[config.mk]
export PLATFORM = sky130hd
export DESIGN_NAME = bus_trap_monitor
export DESIGN_NICKNAME = d
export VERILOG_FILES = /design/src/rtl/bus_trap_monitor.sv
export SDC_FILE = /design/constraint.sdc
export NUM_CORES = 1
export LEC_CHECK = 0
export BUFFER_PORTS_ARGS = -buffer_cell sky130_fd_sc_hd__buf_2
export CAP_MARGIN = 10
export CORE_ASPECT_RATIO = 1.4
export CORE_MARGIN = 2
export CORE_UTILIZATION = 60
export CTS_BUF_LIST = sky130_fd_sc_hd__clkbuf_8
export CTS_CLUSTER_DIAMETER = 80
export DETAILED_ROUTE_END_ITERATION = 10
export GPL_TIMING_DRIVEN = 0
export PLACE_DENSITY_LB_ADDON = 0.2
export SYNTH_ARGS = -nofsm -noshare
export SYNTH_HDL_FRONTEND = slang
export SYNTH_SLANG_ARGS = --single-unit
[constraint.sdc]
create_clock -name i_clk -period 4.3 [get_ports i_clk]
set_clock_uncertainty 0.15 [all_clocks]
set_input_delay 0.43 -clock i_clk [delete_from_list [all_inputs] [get_ports i_clk]]
set_output_delay 0.43 -clock i_clk [all_outputs]
set_load 0.01 [all_outputs]
[src/rtl/bus_trap_monitor.sv]
// Watches a 6502-style bus and reports pass, fail or timeout once the CPU
// keeps fetching the same opcode address (a trap) or runs too long.
module bus_trap_monitor #(
    parameter logic [15:0] SUCCESS_ADDR   = 16'h3469,
    parameter int unsigned TRAP_REPEAT    = 3,
    parameter logic [31:0] TIMEOUT_CYCLES = 32'd100_000_000
) (
    input  logic        i_clk,
    input  logic        i_reset_n,
    input  logic        i_phi2,
    input  logic        i_sync,
    input  logic [15:0] i_addr,
    output logic        o_done,
    output logic        o_pass,
    output logic        o_fail,
    output logic        o_timeout,
    output logic [15:0] o_trap_pc,
    output logic [31:0] o_instr_count
);

    typedef enum logic [2:0] {ARMED, RUN, PASS, FAIL, TIMEOUT} state_t;

    localparam logic [3:0] TRAP_LIMIT = 4'(TRAP_REPEAT);

    state_t      state, state_n;
    logic        phi2_q;
    logic [15:0] last_pc, last_pc_n;
    logic [3:0]  repeat_cnt, repeat_cnt_n;
    logic [31:0] bus_cnt, bus_cnt_n;
    logic [31:0] instr_cnt, instr_cnt_n;
    logic [15:0] trap_pc, trap_pc_n;
    logic        strobe, fetch;

    assign strobe = i_phi2 & ~phi2_q;
    assign fetch  = strobe & i_sync;

    always_comb begin
        state_n      = state;
        last_pc_n    = last_pc;
        repeat_cnt_n = repeat_cnt;
        bus_cnt_n    = bus_cnt;
        instr_cnt_n  = instr_cnt;
        trap_pc_n    = trap_pc;
        if ((state == ARMED || state == RUN) && strobe) begin
            if (bus_cnt != 32'hFFFF_FFFF) begin
                bus_cnt_n = bus_cnt + 32'd1;
            end
            if (fetch) begin
                if (state == ARMED) begin
                    last_pc_n    = i_addr;
                    repeat_cnt_n = 4'd1;
                    instr_cnt_n  = 32'd1;
                    state_n      = RUN;
                end else begin
                    if (instr_cnt != 32'hFFFF_FFFF) begin
                        instr_cnt_n = instr_cnt + 32'd1;
                    end
                    if (i_addr == last_pc) begin
                        if (repeat_cnt != TRAP_LIMIT) begin
                            repeat_cnt_n = repeat_cnt + 4'd1;
                        end
                    end else begin
                        last_pc_n    = i_addr;
                        repeat_cnt_n = 4'd1;
                    end
                end
            end
            // A trap on the same strobe as the timeout takes priority
            if (state == RUN && fetch && repeat_cnt_n == TRAP_LIMIT) begin
                state_n   = (i_addr == SUCCESS_ADDR) ? PASS : FAIL;
                trap_pc_n = i_addr;
            end else if (TIMEOUT_CYCLES != 32'd0 && bus_cnt_n == TIMEOUT_CYCLES) begin
                state_n   = TIMEOUT;
                trap_pc_n = last_pc_n;
            end
        end
    end

    always_ff @(posedge i_clk or negedge i_reset_n) begin
        if (!i_reset_n) begin
            state      <= ARMED;
            phi2_q     <= 1'b0;
            last_pc    <= 16'h0000;
            repeat_cnt <= 4'd0;
            bus_cnt    <= 32'd0;
            instr_cnt  <= 32'd0;
            trap_pc    <= 16'h0000;
            o_done     <= 1'b0;
            o_pass     <= 1'b0;
            o_fail     <= 1'b0;
            o_timeout  <= 1'b0;
        end else begin
            state      <= state_n;
            phi2_q     <= i_phi2;
            last_pc    <= last_pc_n;
            repeat_cnt <= repeat_cnt_n;
            bus_cnt    <= bus_cnt_n;
            instr_cnt  <= instr_cnt_n;
            trap_pc    <= trap_pc_n;
            o_pass     <= (state_n == PASS);
            o_fail     <= (state_n == FAIL);
            o_timeout  <= (state_n == TIMEOUT);
            o_done     <= (state_n == PASS) || (state_n == FAIL) || (state_n == TIMEOUT);
        end
    end

    assign o_trap_pc     = trap_pc;
    assign o_instr_count = instr_cnt;

endmodule
Word level (Yosys, flattened, before mapping)

Cells that the tools add are included.

Reductions and logical operators: 11
Eq/ne operators: 11
Magnitude comparators: 0
Bitwise gates (word level): 3
Div/mod/pow operators: 0
Shifts and indexed selects: 0
Add/sub/neg operators: 3
$mul: 0
Multiplexer cells: 20

Operators with widths:

| cell                                                   | count |
|---|---|
| 2-to-1 mux 32 bit                                      | 4 |
| 2-to-1 mux 16 bit                                      | 5 |
| adder 32 x 1 -> 32 bit (second input constant)         | 2 |
| inequality test 32 bit (second input constant)         | 2 |
| == test 32 x 27 -> 1 bit (second input constant)       | 1 |
| 2-to-1 mux 4 bit                                       | 5 |
| == test 16 x 14 -> 1 bit (second input constant)       | 1 |
| == test 16 bit                                         | 1 |
| 2-to-1 mux 3 bit                                       | 5 |
| == test 3 x 2 -> 1 bit (second input constant)         | 2 |
| adder 4 x 1 -> 4 bit (second input constant)           | 1 |
| == test 4 x 2 -> 1 bit (second input constant)         | 1 |
| inequality test 4 x 2 -> 1 bit (second input constant) | 1 |
| nonzero test 2 bit                                     | 2 |
| == test 3 x 1 -> 1 bit (second input constant)         | 1 |
| == test 3 bit (second input constant)                  | 1 |
| logical AND 1 bit                                      | 3 |
| zero test 3 bit                                        | 1 |
| logical OR 1 bit                                       | 3 |
| AND reduction 3 bit                                    | 1 |
| AND 1 bit                                              | 2 |
| AND reduction 2 bit                                    | 1 |
| 2-to-1 mux 1 bit                                       | 1 |
| NOT 1 bit                                              | 1 |

Output and inout port bits: 52
Flip-flop bits (word level): 108
Bits in latches: 0
Logic and storage cells: 59
Bits in read-only memories: 0
Memory bits (writable): 0
Memories: 0

Longest topological paths before layout

Word-level depth: 13
Depth in mapped cells: 11

Worst setup path after synthesis

OpenSTA, ideal clock, no wires.

Kind: register to register
Start: reg bus_cnt[8]
End: reg trap_pc[10] (netlist: o_trap_pc[10])
Cell stages (with the launch flop): 12
Required time: 4025 ps
Data arrival time: 2962 ps
Path slack: 1063 ps
Path buffers: 3
Setup time: 125 ps
Clock period less this slack: 3237 ps
Cell sequence: dfrtp_1 -> buf_2 -> nand4_4 -> or4_1 -> clkbuf_1 -> or3_1 -> mux2i_1 -> nor4_1 -> nand4_1 -> o32ai_4 -> buf_12 -> mux2_4

Longest elaborated chain between the ends: 6

RTL lines:

| item                                                                    | RTL line | text |
|---|---|---|
| start, declared                                                         | 29       | `logic [31:0] bus_cnt, bus_cnt_n;` |
| start signal, assigned                                                  | 97       | `bus_cnt <= bus_cnt_n;` |
| adder 32 x 1 -> 32 bit / inequality test 32 bit (equally long branches) | 46, 45   |  |
| 2-to-1 mux 32 bit *                                                     | 45       | `if (bus_cnt != 32'hFFFF_FFFF) begin` |
| 2-to-1 mux 32 bit *                                                     | 44       | `if ((state == ARMED \|\| state == RUN) && strobe) begin` |
| == test 32 x 27 -> 1 bit *                                              | 72       | `end else if (TIMEOUT_CYCLES != 32'd0 && bus_cnt_n == TIMEOUT_CYCLES) begin` |
| nonzero test 2 bit (no line) *                                          | --       |  |
| AND reduction 2 bit (no line) *                                         | --       |  |
| end signal, assigned                                                    | 99       | `trap_pc <= trap_pc_n;` |
| end, declared                                                           | 31       | `logic [15:0] trap_pc, trap_pc_n;` |

Every way passes the cells marked *; elsewhere a longest branch is shown, timed or not. The select of a mux whose other input is x is not followed.
A chain may end at the register's enable or synchronous reset.

Final worst setup path

Start: reg bus_cnt[0]
End: reg trap_pc[13] (netlist: o_trap_pc[13])

The elaborated chain is that of the path after synthesis.

==> impl_metrics.env <==
export IMPL_fp_dieH_um=125
export IMPL_critPathTopFamily="simple AND/OR/NAND/NOR gates"
export IMPL_syn_nets=679
export IMPL_area_growth_pct=12.7
export IMPL_max_slew_margin_rel=0.273
export IMPL_die_area_sq_um=11300
export IMPL_finalNetCount=763
export IMPL_stdcell_area_sq_um=7080
export IMPL_hp_class="primary input to register"
export IMPL_drtIter0Drc=337
export IMPL_hold_viol_final=0
export IMPL_power_density_nw_per_um2=422
export IMPL_fp_dieW_um=90.4
export IMPL_rsz0062_at_grt="no"
export IMPL_crit_reg2reg_launch="bus_cnt[0]$_DFFE_PN0P_"
export IMPL_cts_inserted_buffers=9
export IMPL_cts_buffer_depth=2
export IMPL_fmax_mhz=256
export IMPL_floorplan_initialDensity=0.610
export IMPL_antenna_found_initial=0
export IMPL_status="finished clean"
export IMPL_post_route_period_util=0.908
export IMPL_fill_cells=829
export IMPL_worst_path_max_delay_cell="dfrtp_1"
export IMPL_synth_seq_cells=108
export IMPL_row_count=44
export IMPL_clockRootBuffer="clkbuf_8"
export IMPL_io_pin_count=72
export IMPL_port_buffer_count=71
export IMPL_rr_worst_depth=11
export IMPL_post_route_min_period_ns=3.90
export IMPL_worst_path_buf_inv=2
export IMPL_synthFlopType="dfrtp_1"
export IMPL_cp_cell_sequence="ha_1, and3_1, clkbuf_1, nand4_1, nor2_1, nor2_1, o31ai_1, nand4_1, o32ai_4, buf_12, mux2_4"
export IMPL_synthArstFlopShare=1.00
export IMPL_start_kind="register"
export IMPL_synth_edf_count=0
export IMPL_cts_resized=0
export IMPL_yosysSeqAreaShare=0.431
export IMPL_routed_wl_mm=15.1
export IMPL_worstHoldStart="i_phi2"
export IMPL_avgSynthCellArea_sq_um=9.57
export IMPL_total_power_mw=2.99
export IMPL_crit_fanout=10
export IMPL_grt_max_degree=72
export IMPL_ant_nets=0
export IMPL_maxCapViolCount=0
export IMPL_grt_pass1_vias=5397
export IMPL_ys_types=63
export IMPL_setup_tns_ns=0
export IMPL_cts_tree="yes"
export IMPL_ir_drop_mv=0.231
export IMPL_place_congestion=0.968
export IMPL_max_stage_delay_ns=0.50
export IMPL_path_class="register to register"
export IMPL_finalSetupViolCount=0
export IMPL_place_area_sq_um=6830
export IMPL_power_leakage_nw=3.20
export IMPL_final_max_slew_viol_count=0
export IMPL_htree_num_levels=3
export IMPL_worst_setup_path_end_kind="register"
export IMPL_holdPathStages=1
export IMPL_r2r_slack_ns=0.40
export IMPL_synthCells=656
export IMPL_overflow=0
export IMPL_viasPerCell=6.10
export IMPL_route_detailed_drc=0
export IMPL_worst_pin_slew_ns=1.09
export IMPL_layout_common_cells="108 x dfrtp_1, 77 x buf_2, 68 x nand2_1, 64 x nor2_1, 43 x xnor2_1"
export IMPL_syn_area_sq_um=6280
export IMPL_worstSkewPairLatency_ns=0.37
export IMPL_vias=5390
export IMPL_cp_num_cells=11
export IMPL_n_antenna_cell=0
export IMPL_firstDrtPassIters=5
export IMPL_coreArea_sq_um=10300
export IMPL_clkSinkCount=108
export IMPL_drive_gt1_frac=0.212
export IMPL_arrival_ns=4.01
export IMPL_hpwl_mm=11.3
export IMPL_layout_commonest_cell="dfrtp_1"
export IMPL_grt_util_all_layers=0.280
export IMPL_crit_required_ns=4.41
export IMPL_grt_pass1_wl_mm=25.9
export IMPL_r2r_end="o_trap_pc[13]$_DFFE_PN0P_"
export IMPL_min_to="phi2_q$_DFF_PN0_"
export IMPL_routed_wire_length_per_instance_um=17.1
export IMPL_cts_clk_slew_worst_paths_ns=0.09
export IMPL_synth_warnings=0
==> sequential cells by signal, summed over array words and instances, names as in the netlist, 3 cells and up <==
name,cells
last_pc,16
repeat_cnt,4
bus_cnt,32
o_trap_pc,16
o_instr_count,32
state,3
==> timing repair <==
| item | in CTS | in global routing |
|---|---|---|
| buffers inserted | 0 | 0 |
| endpoints found under the hold margin | 37 | 0 |
| hold buffers | 1 | 0 |
==> through the flow <==
| stage | hold WS (ns) | worst slack [ns] | std cells | utilization |
|---|---|---|---|---|
| after detailed placement | 0.288 | 0.518 | 866 | 0.664 |
| after CTS | 0.0644 | 0.465 | 883 | 0.687 |
| after global routing | 0.0630 | 0.149 | 883 | 0.687 |
| final | 0.0704 | 0.395 | 883 | 0.687 |
| after global placement | 0.336 | 0.558 | 865 | 0.661 |
| after floorplan | -0.0156 | 1.06 | 656 | - |
==> kinds of logic after synthesis <==
kind of cell               count (synthesis)  share of synthesized area
and+or+nand+nor                          307                      0.257
DFF                                      108                      0.431
AOI/OAI and AO/OA                         80                     0.0881
xor gates and xnor gates                  68                     0.0949
muxes                                     50                     0.0947
buffers and inverters                     40                     0.0287
adders and majority gates                  3                    0.00598
==> per-layer routing <==
metal / track usage / wire [um]
met1: 0.350 / 6090
met2: 0.475 / 7620
met3: 0.0416 / 721
met4: 0.142 / 671
met5: 0 / 0
==> Yosys cell counts (2+ instances only) <==
cell	count	share of area
a21o_1	2	0.0024
a21oi_1	14	0.011
a22o_1	4	0.0056
a31oi_1	2	0.0020
and2_1	2	0.0020
and3_1	14	0.014
and4_1	11	0.015
and4b_1	2	0.0032
buf_1	2	0.0012
buf_2	7	0.0056
clkbuf_1	16	0.0096
clkbuf_2	4	0.0032
dfrtp_1	108	0.43
ha_1	3	0.0060
inv_1	10	0.0060
mux2_2	35	0.063
mux2_4	10	0.024
mux2i_1	5	0.0080
nand2_1	68	0.041
nand2b_1	5	0.0050
nand3_1	27	0.022
nand3b_1	4	0.0048
nand4_1	31	0.031
nor2_1	64	0.038
nor3_1	33	0.026
nor3b_1	3	0.0036
nor4_1	16	0.016
nor4bb_1	3	0.0048
o2111ai_1	2	0.0028
o211ai_1	5	0.0060
o21a_1	3	0.0036
o21ai_0	25	0.020
o221ai_1	2	0.0028
o31ai_1	2	0.0024
o41ai_1	3	0.0042
or2_2	8	0.0080
or3_1	6	0.0060
or4_1	4	0.0048
xnor2_1	43	0.060
xor2_1	25	0.035
==> area by class of cell <==
| type | count | area [sq um] | share of cell area |
|---|---|---|---|
| plain buffers | 30 | 143 | 0.0202 |
| clock buffers | 9 | 124 | 0.0175 |
| clock inverters | 7 | 108 | 0.0152 |
| inverters | 10 | 37.5 | 0.00531 |
| multi-input cells | 508 | 3390 | 0.480 |
| flip-flops and latches | 108 | 2700 | 0.382 |
| well taps | 138 | 173 | 0.0244 |
| repair buffers | 73 | 395 | 0.0559 |
==> how the worst max path moves through the flow <==
stage	startpoint	endpoint	slack [ns]
after CTS	bus_cnt[0]$_DFFE_PN0P_	o_trap_pc[13]$_DFFE_PN0P_	0.47
final	bus_cnt[0]$_DFFE_PN0P_	o_trap_pc[13]$_DFFE_PN0P_	0.40
after floorplan	bus_cnt[8]$_DFFE_PN0P_	o_trap_pc[10]$_DFFE_PN0P_	1.06
after detailed placement	bus_cnt[0]$_DFFE_PN0P_	o_trap_pc[13]$_DFFE_PN0P_	0.52
after global placement	bus_cnt[0]$_DFFE_PN0P_	o_trap_pc[7]$_DFFE_PN0P_	0.56
after global routing	bus_cnt[0]$_DFFE_PN0P_	o_trap_pc[13]$_DFFE_PN0P_	0.15
==> report_power, final <==
part | leakage (nW) | switching (mW) | total, mW | internal (mW)
sequential | 1.40 | 0.181 | 1.40 | 1.22
combinational | 1.67 | 0.451 | 0.873 | 0.422
clock | 0.126 | 0.334 | 0.715 | 0.381
total | 3.20 | 0.967 | 2.99 | 2.02
Power figures use the tool's default switching activity.
